### config.mk
export PLATFORM = sky130hd
export DESIGN_NAME = wifi_rx_deinterleaver192_flat
export DESIGN_NICKNAME = d
export VERILOG_FILES = /design/src/rtl/wifi_rx_deinterleaver192_if.sv /design/src/rtl/wifi_rx_deinterleaver192.sv /design/src/flat_wrapper.sv
export SDC_FILE = /design/constraint.sdc
export NUM_CORES = 1
export LEC_CHECK = 0
export ABC_AREA = 0
export CAP_MARGIN = 20
export CORE_ASPECT_RATIO = 0.5
export CORE_MARGIN = 10
export CORE_UTILIZATION = 45
export DETAILED_ROUTE_END_ITERATION = 8
export GPL_TIMING_DRIVEN = 0
export PLACE_DENSITY_LB_ADDON = 0.25
export SYNTH_ARGS = -nofsm -noshare
export SYNTH_HDL_FRONTEND = slang
export SYNTH_SLANG_ARGS = --single-unit
### constraint.sdc
create_clock -name clk -period 10.2 [get_ports clk]
set_clock_uncertainty 0.1 [all_clocks]
set_input_delay 2.04 -clock clk [delete_from_list [all_inputs] [get_ports clk]]
set_output_delay 2.04 -clock clk [all_outputs]
set_load 0.02 [all_outputs]
### src/rtl/wifi_rx_deinterleaver192_if.sv
// Serial coded-bit stream into the RX deinterleaver and deinterleaved stream out to the Viterbi decoder.
interface wifi_rx_deinterleaver192_if;
   logic enable;
   logic valid_in;
   logic data_in;
   logic last_in;
   logic valid_out;
   logic data_out;
   logic finished;
   logic err_len;

   modport master (
      output enable, valid_in, data_in, last_in,
      input  valid_out, data_out, finished, err_len
   );

   modport slave (
      input  enable, valid_in, data_in, last_in,
      output valid_out, data_out, finished, err_len
   );
endinterface

### src/rtl/wifi_rx_deinterleaver192.sv
// RX block deinterleaver: scatters air-order bits into a ping-pong bank, reads them out in coded order.
// Macro WIFI_RX_DEINTERLEAVER_SIGNAL_EN: symbol 0 of each frame is the 48-bit BPSK SIGNAL field.
module wifi_rx_deinterleaver192 #(
   parameter int NCBPS   = 192,
   parameter int NBPSC   = 4,
   parameter int NCBPS_S = 48,
   parameter int NBPSC_S = 1
) (
   input logic clk,
   input logic reset,
   wifi_rx_deinterleaver192_if.slave bus
);
   localparam int S_D = (NBPSC / 2 > 1) ? NBPSC / 2 : 1;
   localparam int S_S = (NBPSC_S / 2 > 1) ? NBPSC_S / 2 : 1;

   localparam logic [1:0] ST_IDLE  = 2'd0;
   localparam logic [1:0] ST_FILL  = 2'd1;
   localparam logic [1:0] ST_DRAIN = 2'd2;

   logic [1:0]            state_q, state_d;
   logic                  wr_bank_q, wr_bank_d;
   logic [7:0]            jr_q, jr_d;   // offset of j inside its 16-way group
   logic [2:0]            jm_q, jm_d;   // j mod s
   logic [3:0]            g_q, g_d;     // floor(16j/N)
   logic [2:0]            gm_q, gm_d;   // g mod s
   logic [1:0]            full_q, full_d;
   logic [1:0][NCBPS-1:0] mem_q, mem_d;
   logic                  rd_active_q, rd_active_d;
   logic                  rd_bank_q, rd_bank_d;
   logic [7:0]            rd_addr_q, rd_addr_d;
   logic                  valid_out_q, valid_out_d;
   logic                  data_out_q, data_out_d;
   logic                  finished_q, finished_d;
   logic                  err_len_q, err_len_d;

   logic                  sym_sig, rd_sig;

`ifdef WIFI_RX_DEINTERLEAVER_SIGNAL_EN
   logic                  first_q, first_d;
   logic [1:0]            len48_q, len48_d;
   assign sym_sig = first_q;
   assign rd_sig  = len48_q[rd_bank_q];
`else
   assign sym_sig = 1'b0;
   assign rd_sig  = 1'b0;
`endif

   logic [7:0] grp_m1, rd_len_m1, r, wr_addr;
   logic [2:0] s_cur, jm_inc, gm_inc;
   logic [3:0] sum, rot;
   logic       accept, sym_end;

   // Inside group g the address is k = 16*r + g, r being the group offset with
   // the per-group rotation of the s-bit subcarrier fields applied.
   always_comb begin
      grp_m1    = sym_sig ? 8'(NCBPS_S / 16 - 1) : 8'(NCBPS / 16 - 1);
      s_cur     = sym_sig ? 3'(S_S) : 3'(S_D);
      rd_len_m1 = rd_sig ? 8'(NCBPS_S - 1) : 8'(NCBPS - 1);
      sum       = {1'b0, jm_q} + {1'b0, gm_q};
      rot       = (sum >= {1'b0, s_cur}) ? sum - {1'b0, s_cur} : sum;
      r         = jr_q - {5'd0, jm_q} + {4'd0, rot};
      wr_addr   = (r << 4) | {4'd0, g_q};
      jm_inc    = (jm_q + 3'd1 == s_cur) ? 3'd0 : jm_q + 3'd1;
      gm_inc    = (gm_q + 3'd1 == s_cur) ? 3'd0 : gm_q + 3'd1;
      sym_end   = (g_q == 4'd15) && (jr_q == grp_m1);
      accept    = bus.valid_in && bus.enable && (state_q != ST_DRAIN);
   end

   always_comb begin
      state_d     = state_q;
      wr_bank_d   = wr_bank_q;
      jr_d        = jr_q;
      jm_d        = jm_q;
      g_d         = g_q;
      gm_d        = gm_q;
      full_d      = full_q;
      mem_d       = mem_q;
      rd_active_d = rd_active_q;
      rd_bank_d   = rd_bank_q;
      rd_addr_d   = rd_addr_q;
      valid_out_d = 1'b0;
      data_out_d  = data_out_q;
      finished_d  = finished_q;
      err_len_d   = 1'b0;
`ifdef WIFI_RX_DEINTERLEAVER_SIGNAL_EN
      first_d     = first_q;
      len48_d     = len48_q;
`endif

      // Read engine: banks strictly alternate, so the next bank is always the other one.
      if (rd_active_q) begin
         valid_out_d = 1'b1;
         data_out_d  = mem_q[rd_bank_q][rd_addr_q];
         if (rd_addr_q == rd_len_m1) begin
            full_d[rd_bank_q] = 1'b0;
            rd_bank_d         = ~rd_bank_q;
            rd_addr_d         = 8'd0;
            rd_active_d       = full_q[~rd_bank_q];
         end else begin
            rd_addr_d = rd_addr_q + 8'd1;
         end
      end else if (full_q[rd_bank_q]) begin
         rd_active_d = 1'b1;
         rd_addr_d   = 8'd0;
      end

      if (accept) begin
         mem_d[wr_bank_q][wr_addr] = bus.data_in;
         if (state_q == ST_IDLE) begin
            state_d    = ST_FILL;
            finished_d = 1'b0;
         end
         if (sym_end) begin
            full_d[wr_bank_q] = 1'b1;
            wr_bank_d         = ~wr_bank_q;
            jr_d              = 8'd0;
            jm_d              = 3'd0;
            g_d               = 4'd0;
            gm_d              = 3'd0;
`ifdef WIFI_RX_DEINTERLEAVER_SIGNAL_EN
            len48_d[wr_bank_q] = first_q;
            first_d            = 1'b0;
`endif
            if (bus.last_in) state_d = ST_DRAIN;
         end else if (bus.last_in) begin
            // Partial symbol: never marked full, so it is simply overwritten later.
            err_len_d = 1'b1;
            state_d   = ST_DRAIN;
            jr_d      = 8'd0;
            jm_d      = 3'd0;
            g_d       = 4'd0;
            gm_d      = 3'd0;
         end else if (jr_q == grp_m1) begin
            jr_d = 8'd0;
            jm_d = 3'd0;
            g_d  = g_q + 4'd1;
            gm_d = gm_inc;
         end else begin
            jr_d = jr_q + 8'd1;
            jm_d = jm_inc;
         end
      end

      if (state_q == ST_DRAIN && full_q == 2'b00 && !rd_active_q && !valid_out_q) begin
         state_d    = ST_IDLE;
         finished_d = 1'b1;
         wr_bank_d  = 1'b0;
         rd_bank_d  = 1'b0;
`ifdef WIFI_RX_DEINTERLEAVER_SIGNAL_EN
         first_d    = 1'b1;
`endif
      end

      if (!bus.enable && state_q != ST_IDLE) begin
         state_d     = ST_IDLE;
         full_d      = 2'b00;
         rd_active_d = 1'b0;
         rd_bank_d   = 1'b0;
         rd_addr_d   = 8'd0;
         wr_bank_d   = 1'b0;
         jr_d        = 8'd0;
         jm_d        = 3'd0;
         g_d         = 4'd0;
         gm_d        = 3'd0;
         valid_out_d = 1'b0;
         data_out_d  = 1'b0;
         finished_d  = 1'b1;
         err_len_d   = 1'b0;
`ifdef WIFI_RX_DEINTERLEAVER_SIGNAL_EN
         first_d     = 1'b1;
`endif
      end
   end

   always_ff @(posedge clk) begin
      if (!reset) begin
         state_q     <= ST_IDLE;
         wr_bank_q   <= 1'b0;
         jr_q        <= 8'd0;
         jm_q        <= 3'd0;
         g_q         <= 4'd0;
         gm_q        <= 3'd0;
         full_q      <= 2'b00;
         rd_active_q <= 1'b0;
         rd_bank_q   <= 1'b0;
         rd_addr_q   <= 8'd0;
         valid_out_q <= 1'b0;
         data_out_q  <= 1'b0;
         finished_q  <= 1'b1;
         err_len_q   <= 1'b0;
`ifdef WIFI_RX_DEINTERLEAVER_SIGNAL_EN
         first_q     <= 1'b1;
         len48_q     <= 2'b00;
`endif
      end else begin
         state_q     <= state_d;
         wr_bank_q   <= wr_bank_d;
         jr_q        <= jr_d;
         jm_q        <= jm_d;
         g_q         <= g_d;
         gm_q        <= gm_d;
         full_q      <= full_d;
         rd_active_q <= rd_active_d;
         rd_bank_q   <= rd_bank_d;
         rd_addr_q   <= rd_addr_d;
         valid_out_q <= valid_out_d;
         data_out_q  <= data_out_d;
         finished_q  <= finished_d;
         err_len_q   <= err_len_d;
`ifdef WIFI_RX_DEINTERLEAVER_SIGNAL_EN
         first_q     <= first_d;
         len48_q     <= len48_d;
`endif
      end
   end

   // Bank contents are only ever read behind a full flag, so they need no reset.
   always_ff @(posedge clk) begin
      mem_q <= mem_d;
   end

   assign bus.valid_out = valid_out_q;
   assign bus.data_out  = data_out_q;
   assign bus.finished  = finished_q;
   assign bus.err_len   = err_len_q;
endmodule

### src/flat_wrapper.sv
// flat-port wrapper written by rule: the top's interface ports become plain ports
module wifi_rx_deinterleaver192_flat 
#(
   parameter int NCBPS   = 192,
   parameter int NBPSC   = 4,
   parameter int NCBPS_S = 48,
   parameter int NBPSC_S = 1
)
  (clk, reset, bus_enable, bus_valid_in, bus_data_in, bus_last_in, bus_valid_out, bus_data_out, bus_finished, bus_err_len);
  wifi_rx_deinterleaver192_if bus_i ();
  input logic clk;
  input logic reset;
  input wire logic [$bits(bus_i.enable)-1:0] bus_enable;
  input wire logic [$bits(bus_i.valid_in)-1:0] bus_valid_in;
  input wire logic [$bits(bus_i.data_in)-1:0] bus_data_in;
  input wire logic [$bits(bus_i.last_in)-1:0] bus_last_in;
  output wire logic [$bits(bus_i.valid_out)-1:0] bus_valid_out;
  output wire logic [$bits(bus_i.data_out)-1:0] bus_data_out;
  output wire logic [$bits(bus_i.finished)-1:0] bus_finished;
  output wire logic [$bits(bus_i.err_len)-1:0] bus_err_len;
  assign bus_i.enable = bus_enable;
  assign bus_i.valid_in = bus_valid_in;
  assign bus_i.data_in = bus_data_in;
  assign bus_i.last_in = bus_last_in;
  assign bus_valid_out = bus_i.valid_out;
  assign bus_data_out = bus_i.data_out;
  assign bus_finished = bus_i.finished;
  assign bus_err_len = bus_i.err_len;
  wifi_rx_deinterleaver192 #(.NCBPS(NCBPS), .NBPSC(NBPSC), .NCBPS_S(NCBPS_S), .NBPSC_S(NBPSC_S)) u_core (.clk(clk), .reset(reset), .bus(bus_i));
endmodule
---- Word level (Yosys, flattened, before mapping) ----
Index checks and enable logic that the tools add are counted.
word-level totals
  register bits after elaboration ......... 421
  bits of input ports ..................... 6
  output and inout port bits .............. 4
operators by class
  add/sub/neg operators ................... 9
  magnitude comparators ................... 9
  equal/unequal tests ..................... 7
  multiplexer cells ....................... 46
  bitwise operators ....................... 8
  reductions and logical operators ........ 27
operators with widths
  kind                                                 number
  two-way mux 192 bit                                  3
  bitwise mux 384 bit                                  1
  demux 192 bit (select 1 bit)                         1
  two-way mux 8 bit                                    6
  two-way mux 3 bit                                    8
  < comparator 8 x 9 -> 1 bit, second input constant   2
  adder 8 x 1 -> 8 bit, second input constant          2
  two-way mux 4 bit                                    4
  two-way mux 1 bit                                    13
  two-way mux 2 bit                                    6
  logical AND 1 bit                                    10
  AND reduction 2 bit                                  5
  binary-select mux 1 bit (select 8 bit)               1
  demux 1 bit (select 8 bit)                           1
  == test 8 x 4 -> 1 bit, second input constant        1
  == test 8 bit, second input constant                 1
  >= comparator 8 x 1 -> 1 bit, second input constant  1
  bitwise OR 8 x 4 -> 8 bit                            1
  adder 3 x 1 -> 3 bit, second input constant          2
  == test 3 x 2 -> 1 bit, second input constant        2
  < comparator 1 x 2 -> 1 bit, second input constant   3
  nonzero test 2 bit                                   3
  adder 3 x 3 -> 4 bit                                 1
  adder 4 x 1 -> 4 bit, second input constant          1
  other kinds (19)                                     27

---- Logic depth before layout (Yosys ltp) ----
Gate-level depths: netlist of run 1.
  depth in word-level cells ............... 12
  mapped depth ............................ 16
  gate-level depth less buffers ........... 14

---- Worst setup path before layout of run 1 ----
No wires, ideal clock.
  path kind ............................... reg-to-reg
  from .................................... reg u_core.gm_q[0] (netlist name)
  to ...................................... reg u_core.mem_q[15] in the netlist's numbering (enable)
  setup time .............................. 0.300 ns
  data arrival time ....................... 3.721 ns
  data required time ...................... 9.800 ns
  setup slack ............................. 6.079 ns
  cell stages (with the launch flop) ...... 14
  clock period less this slack ............ 4.121 ns
  path through ............................ dfxtp_1 > ha_1 > fa_1 > xnor2_1 > nand2b_1 > a21oi_1 > nor2_1 > fa_1 > fa_1 > xor2_1 > nor3_1 > nand3_1 > clkbuf_1 > nor2_1
RTL lines
  what                  RTL line                         source
  to (signal assigned)  wifi_rx_deinterleaver192.sv:219  mem_q <= mem_d;
  to (decl)             wifi_rx_deinterleaver192.sv:27   logic [1:0][NCBPS-1:0] mem_q, mem_d;

==> impl_metrics.csv, run 1 <==
group,metric,value,unit
worst_setup_path,worstPathMaxFanout,10,
global_route,grt_max_degree,206,
layout,regArea,12300,µm²
synth,synth_edf_count,384,
layout,areaGrowthSynthToFinish,10.6,%
power,total_power,3.38,mW
floorplanning,die_y,164,µm
synth,synth.yosys.seq_area_share,65.5,%
placed_design,dp_hpwl,35.4,mm
power,p_int,2.68,mW
global_route,grt.overflow.total,0,
worst_setup_path,crit_path_end_kind,"flip-flop",
clock_tree,root_buffer,"clkbuf_16",
global_route,track_usage,20.9,%
sta,min_period_over_period,51.2,%
global_route,grt_first_pass_wirelength,77.7,mm
power,combPwrFrac,2.6,%
floorplanning,start_util,46.0,%
outcome,outcome,"completed",
global_route,antenna_found_initial,2,
synth,synth_adder_area_share,1.63,%
routing,drt-initial-drc-count,1881,
placed_design,placedCellCount,1945,
synth,synth_flop_cell,"edfxtp_1",
synth,yosysWarnings,0,
synth,synthXorXnorAreaFrac,0.842,%
global_route,grt_pass1_vias,12105,
placed_design,port_buffers,9,
clock_tree,numCtsBuffers,39,
routing,antenna_left,0,
routing,avgRoutedWirePerCell,26.5,µm
layout,fillers,3518,
clock_tree,clock_path_buffers,3,
worst_setup_path,cpPeakStageDelay,540,ps
worst_setup_path,required,10340,ps
synth,synth_nets,1422,
synth,ys_ff_latch,421,
clock_tree,cts_resized,0,
power,power_leakage,6.12,nW
worst_setup_path,crit_type,"reg -> reg",
layout,drive_gt1_share,12.2,%
clock_tree,htree_levels,2,
synth,synthTopCellsByArea,"edfxtp_1 (62%), mux4_2 (10%), nor2_1 (8.7%)",
routing,firstDrtPassIters,6,
worst_setup_path,critPathLaunchType,"flip-flop",
routing,drc,0,
synth,synth_cells,1394,
sta,worst_pin_slew,1260,ps
layout,nets,1474,
power,swShare,20.8,%
layout,stdcell_count,2010,
synth,synth_top_area_share,61.6,%
sta,max_clock_freq,191,MHz
clock_tree,ctsHoldBuffers,0,
routing,vias_per_cell,6.12,
placed_design,finalWeightedCongestion,0.903,
synth,syn_avg_cell_area,13.4,µm²
synth,syn_area,18700,µm²
routing,vias,12302,
floorplanning,die_x,309,µm
power,seqPwrFrac,55.7,%
worst_setup_path,slowest_stage,"nand4_1",
job,maxCapViolCount,0,
floorplanning,core,40700,µm²
layout,insertedDiodeCount,0,
worst_setup_path,crit_top_cell,"xnor2_1",
clock_tree,clk_latency,550,ps
floorplanning,ios,10,
sta,hold_slack,370,ps
power,power_frac_clock,41.7,%
sta,rsz0062_at_grt,"false",
synth,synth_compound_area_share,4.56,%
power,p_switching,702,µW
sta,relSlewSlack,16.1,%
sta,setup_viol,0,
clock_tree,path_clk_slew,60,ps
synth,yosys-mux-area-fraction,12.1,%
worst_setup_path,crit_arrival,5360,ps
sta,hold_viol_final,0,
clock_tree,cts_sinks,421,
worst_hold_path,hold_path_class,"reg -> reg",
routing,wl,53.3,mm
power,max-vdd-ir-drop,0.0860,mV
power,power.density,163,nW/µm²
clock_tree,post_cts.repair.setup_buffers,0,
layout,multi_input_area,5930,µm²
floorplanning,dieArea,50700,µm²
sta,finalCriticalPeriod,5220,ps
synth,synthSimpleGateAreaFrac,12.6,%
synth,synth_most_common_cell,"nor2_1",
sta,maxSlewViolCount,0,
synth,async_flop_share,0,%
synth,yosys-top-cells-count,"nor2_1 (434), edfxtp_1 (384), mux4_2 (84)",
synth,yosysUniqueCellTypes,59,
worst_setup_path,path_cells,"ha_1 -> fa_1 -> xnor2_1 -> nand2b_1 -> a21oi_1 -> nor2_1 -> fa_1 -> ha_1 -> a21o_1 -> a21oi_1 -> xnor2_1 -> xnor2_1 -> buf_2 -> nand4_1 -> clkbuf_1 -> nor2_1",
synth,synth_top_family_by_area,"simple AND/OR/NAND/NOR gates",
clock_tree,cts_tree,"yes",
floorplanning,rows,52,
synth,yosys.area.top_type,"edfxtp_1",
worst paths after layout:
check / startpoint / to / slack [ps] / cells after the start
max: u_core.gm_q[0]$_SDFFE_PP0P_ / u_core.mem_q[288]$_DFFE_PP_ / 4980 / 16
min: u_core.bus.finished$_SDFFE_PP1P_ / u_core.bus.finished$_SDFFE_PP1P_ / 370 / 1
max reg2reg: u_core.gm_q[0]$_SDFFE_PP0P_ / u_core.mem_q[288]$_DFFE_PP_ / 4980 / 16
min reg2reg: u_core.bus.finished$_SDFFE_PP1P_ / u_core.bus.finished$_SDFFE_PP1P_ / 370 / 1
critical path: cells and delay by family, from the launching register on:
| family | cells | cell delay [ps] |
|---|---|---|
| adders and majority gates | 4 | 1490 |
| and+or+nand+nor | 4 | 920 |
| buffers and inverters | 2 | 800 |
| xor gates and xnor gates | 3 | 760 |
| AOI/OAI and AO/OA | 3 | 480 |
| DFF | 1 | 360 |
cell families (layout without fill, tap and decap cells):
family	Yosys count	in the layout
AO/OA/AOI/OAI	127	127
XOR/XNOR	18	18
adder cells (fa/ha/maj)	22	22
buffers and inverters	119	195
flip-flops	421	421
multiplexers	119	119
AND/OR/NAND/NOR	568	568
layout make-up:
cell class                 instances  area share (%)
buffer                           105            2.26
sequential                       421            59.2
inverter                          14           0.254
timing repair buffer              11           0.646
multi-input combinational        854            28.6
clock buffer                      47            5.06
tap                              540            3.26
clock inverter                    18           0.640
stage by stage:
stage                     TNS (ps)  utilization, %  setup WS (ps)  instance area [µm²]
final                            0            50.9           4980                20700
after global routing             0            50.9           4740                20700
after CTS                        0            50.9           5050                20700
after detailed placement         0            48.0           4920                19500
after global placement     -552760            47.9          -1460                19500
after floorplan                  0               -           6080                18700
sequential cells by signal, summed over array words and instances (netlist names):
| register | flops |
|---|---|
| u_core.rd_bank_q | 1 |
| u_core.state_q | 2 |
| u_core.mem_q | 384 |
| u_core.bus.err_len | 1 |
| u_core.rd_active_q | 1 |
| u_core.bus.data_out | 1 |
| u_core.gm_q | 3 |
| u_core.rd_addr_q | 8 |
| u_core.bus.valid_out | 1 |
| u_core.g_q | 4 |
| u_core.wr_bank_q | 1 |
| u_core.full_q | 2 |
| u_core.jr_q | 8 |
| u_core.jm_q | 3 |
| u_core.bus.finished | 1 |
per-layer routing:
layer | wire (µm) | vias to the layer above | track usage [%]
li1 | - | 5224 | -
met1 | 21700 | 6309 | 28.5
met2 | 23400 | 657 | 31.5
met3 | 6780 | 110 | 6.71
met4 | 1380 | 2 | 6.68
met5 | 12 | - | 0
cells in the final DEF (no fill, tap or decap), types with 4 or more instances in the layout:
master / instances
nor2_1: 434
edfxtp_1: 384
mux4_2: 84
clkbuf_1: 74
nand2_1: 41
clkbuf_16: 41
dfxtp_1: 37
a21oi_1: 34
a22oi_1: 26
nand3_1: 24
mux2i_1: 22
ha_1: 18
o21ai_0: 16
buf_2: 15
inv_1: 14
mux2_2: 13
nor2b_1: 12
nand4_1: 11
clkinv_1: 11
xor2_1: 10
nand3b_1: 10
buf_1: 10
buf_4: 9
xnor2_1: 8
nor3_1: 8
o221ai_1: 8
clkdlybuf4s50_1: 8
nand2b_1: 6
a221oi_1: 6
o21ai_1: 5
and2_1: 5
or3_1: 5
a31oi_1: 5
buf_6: 4
fa_1: 4
power by group through the flow:
stage,Clock (mW),Sequential [mW],Combinational (mW)
final,1.41,1.88,0.0888
after global routing,1.49,1.88,0.0958
after CTS,1.41,1.88,0.0871
after detailed placement,0,1.92,0.0866
after global placement,0,1.94,0.0816
after floorplan,0,1.92,0.0411
Note: power is estimated with default switching activity, not from simulation.
==> run 2, diff against run 1 <==
==> constraint.sdc (replaced) <==
create_clock -name clk -period 4.75 [get_ports clk]
set_clock_uncertainty 0.1 [all_clocks]
set_input_delay 0.95 -clock clk [delete_from_list [all_inputs] [get_ports clk]]
set_output_delay 0.95 -clock clk [all_outputs]
set_load 0.02 [all_outputs]
==> run 2 against run 1 <==
  * Critical path depth grew 2
  * Cell count grew 1.3%
  * Setup slack lost 4800 ps
  * Die area is the same
  * Critical endpoint is now u_core.mem_q[351]$_DFFE_PP_
  * Largest cell class unchanged
==> impl_metrics.csv, run 2 (synthesized netlist as in run 1, its figures left out) <==
group,metric,value,unit
global_route,grt_pass1_vias,12149,
placed_design,placed_area,19500,µm²
power,combPwrFrac,2.9,%
layout,stdcell_count,2037,
sta,setup-tns-final,0,ps
placed_design,port_buffers,9,
worst_hold_path,holdPathStages,1,
worst_setup_path,crit_arrival,4720,ps
layout,largest-register,"u_core.mem_q",
worst_setup_path,path_delay_family,"adder cells",
worst_setup_path,required,4900,ps
power,power.density,347,nW/µm²
sta,rsz0062_at_grt,"true",
layout,largest_reg_flops,384,
routing,vias,12456,
layout,areaGrowthSynthToFinish,12.2,%
worst_setup_path,critPathLaunchType,"flip-flop",
worst_setup_path,critPathBufInv,4,
clock_tree,root_buffer,"clkbuf_16",
routing,wl,53.6,mm
routing,vias_per_cell,6.11,
sta,finalCriticalPeriod,4580,ps
floorplanning,dieArea,50700,µm²
worst_setup_path,path_cells,"ha_1 -> fa_1 -> xnor2_1 -> nand2b_1 -> a21oi_1 -> nor2_1 -> fa_1 -> ha_1 -> a21o_1 -> a21oi_1 -> xnor2_1 -> xnor2_2 -> buf_4 -> buf_4 -> nand3b_1 -> buf_4 -> clkbuf_2 -> nor2_1",
worst_setup_path,r2r_start,"u_core.gm_q[0]$_SDFFE_PP0P_",
clock_tree,cts_tree,"yes",
worst_setup_path,r2r_cells,18,
sta,setup_viol,0,
sta,hold_slack,368,ps
job,maxCapViolCount,0,
sta,max_clock_freq,219,MHz
routing,firstDrtPassIters,5,
worst_setup_path,worstPathMaxFanout,10,
clock_tree,numCtsBuffers,39,
clock_tree,clk_latency,550,ps
routing,drc,0,
clock_tree,path_clk_slew,60,ps
clock_tree,htree_levels,2,
sta,layout_setup_ws,175,ps
routing,antenna_left,0,
layout,fin_util,51.6,%
power,power_frac_clock,41.6,%
worst_hold_path,hold_path_class,"reg -> reg",
power,swShare,20.8,%
clock_tree,cts_sinks,421,
floorplanning,rows,52,
layout,layout_commonest_cell,"nor2_1",
power,max-vdd-ir-drop,0.181,mV
worst_hold_path,hold_start,"u_core.bus.finished$_SDFFE_PP1P_",
floorplanning,core,40700,µm²
global_route,grt_first_pass_wirelength,78.0,mm
placed_design,placedCellCount,1945,
floorplanning,start_util,46.0,%
power,total_power,7.29,mW
floorplanning,die_x,309,µm
global_route,track_usage,21.0,%
floorplanning,die_y,164,µm
global_route,grt.overflow.total,0,
layout,final_cell_mix,"nor2_1 (433), edfxtp_1 (384), mux4_2 (84)",
placed_design,dp_hpwl,35.4,mm
sta,worst_pin_slew,1240,ps
sta,maxSlewViolCount,0,
sta,relSlewSlack,17.5,%
worst_setup_path,crit_type,"reg -> reg",
global_route,grt_max_degree,206,
global_route,antenna_found_initial,2,
routing,avgRoutedWirePerCell,26.3,µm
worst_setup_path,rrSetupSlack,170,ps
power,seqPwrFrac,55.6,%
clock_tree,clock_path_buffers,3,
placed_design,finalWeightedCongestion,0.903,
floorplanning,ios,10,
worst_hold_path,whs_endpoint,"u_core.bus.finished$_SDFFE_PP1P_",
layout,nets,1499,
layout,drive_gt1_share,16.0,%
layout,reg_top3,"u_core.mem_q: 384 flops, u_core.jr_q: 8 flops, u_core.rd_addr_q: 8 flops",
worst_setup_path,cpPeakStageDelay,490,ps
worst_setup_path,regToRegEndpoint,"u_core.mem_q[351]$_DFFE_PP_",
power,p_int,5.77,mW
routing,drt-initial-drc-count,1958,
worst_setup_path,crit_top_cell,"buf_4",
placed_design,dp_slack,-376,ps
sta,hold_viol_final,0,
worst_setup_path,slowest_stage,"fa_1",
sta,min_period_over_period,96.3,%
outcome,outcome,"completed",
layout,final_area,21000,µm²
power,p_switching,1.52,mW
power,power_leakage,6.29,nW
worst_setup_path,crit_path_end_kind,"flip-flop",
## run 2: layout make-up
| cell class | count | area (µm²) |
|---|---|---|
| multi-input combinational | 854 | 5990 |
| sequential | 421 | 12300 |
| clock inverter | 18 | 133 |
| buffer | 104 | 504 |
| inverter | 14 | 52.6 |
| antenna | 2 | 5.00 |
| timing repair buffer | 37 | 329 |
| fill | 3484 | 19700 |
| clock buffer | 47 | 1050 |
| tap | 540 | 676 |
## run 2: how the worst max path moves through the flow
| stage | slack, ps | depth (start not counted) | to | from |
|---|---|---|---|---|
| 3_5_place_dp | -380 | 16 | u_core.mem_q[288]$_DFFE_PP_ | u_core.jm_q[0]$_SDFFE_PP0P_ |
| 2_1_floorplan | 630 | 13 | u_core.mem_q[15]$_DFFE_PP_ | u_core.gm_q[0]$_SDFFE_PP0P_ |
| 3_3_place_gp | -5820 | 1 | u_core.mem_q[140]$_DFFE_PP_ | bus_data_in |
| 6_report | 170 | 18 | u_core.mem_q[351]$_DFFE_PP_ | u_core.gm_q[0]$_SDFFE_PP0P_ |
| 4_1_cts | 20 | 16 | u_core.mem_q[264]$_DFFE_PP_ | u_core.gm_q[0]$_SDFFE_PP0P_ |
| 5_1_grt | -50 | 16 | u_core.mem_q[206]$_DFFE_PP_ | u_core.jm_q[0]$_SDFFE_PP0P_ |
## run 2: power groups by stage
stage / combinational, mW / clock, mW / sequential (mW)
after floorplan: 0.0882 / 0 / 4.13
after global placement: 0.175 / 0 / 4.17
after detailed placement: 0.186 / 0 / 4.13
after global routing: 0.225 / 3.20 / 4.05
after CTS: 0.190 / 3.04 / 4.05
final: 0.209 / 3.03 / 4.05
## run 2: what timing repair did
action                                  in CTS  in global routing
pin swaps                                    0                  3
endpoints found under the setup margin     243                240
hold buffers                                 0                  0
hold endpoints to repair                     0                  0
resized for setup                           10                 57
buffers inserted                             5                 21
## run 2: worst register-to-register path: stages (launching register included)
cell and delay (ps):
dfxtp_1 360, ha_1 260, fa_1 430, xnor2_1 230, nand2b_1 80, a21oi_1 160, nor2_1 90, fa_1 490
ha_1 310, a21o_1 150, a21oi_1 170, xnor2_1 180, xnor2_2 150, buf_4 160, buf_4 130, nand3b_1 160
buf_4 200, clkbuf_2 260, nor2_1 200
## run 2: layer usage
metal | vias to the layer above | track usage [%] | wire length [µm]
li1 | 5279 | - | -
met1 | 6347 | 28.4 | 22000
met2 | 708 | 31.7 | 23400
met3 | 120 | 7.00 | 6630
met4 | 2 | 6.66 | 1560
met5 | - | 0 | 12
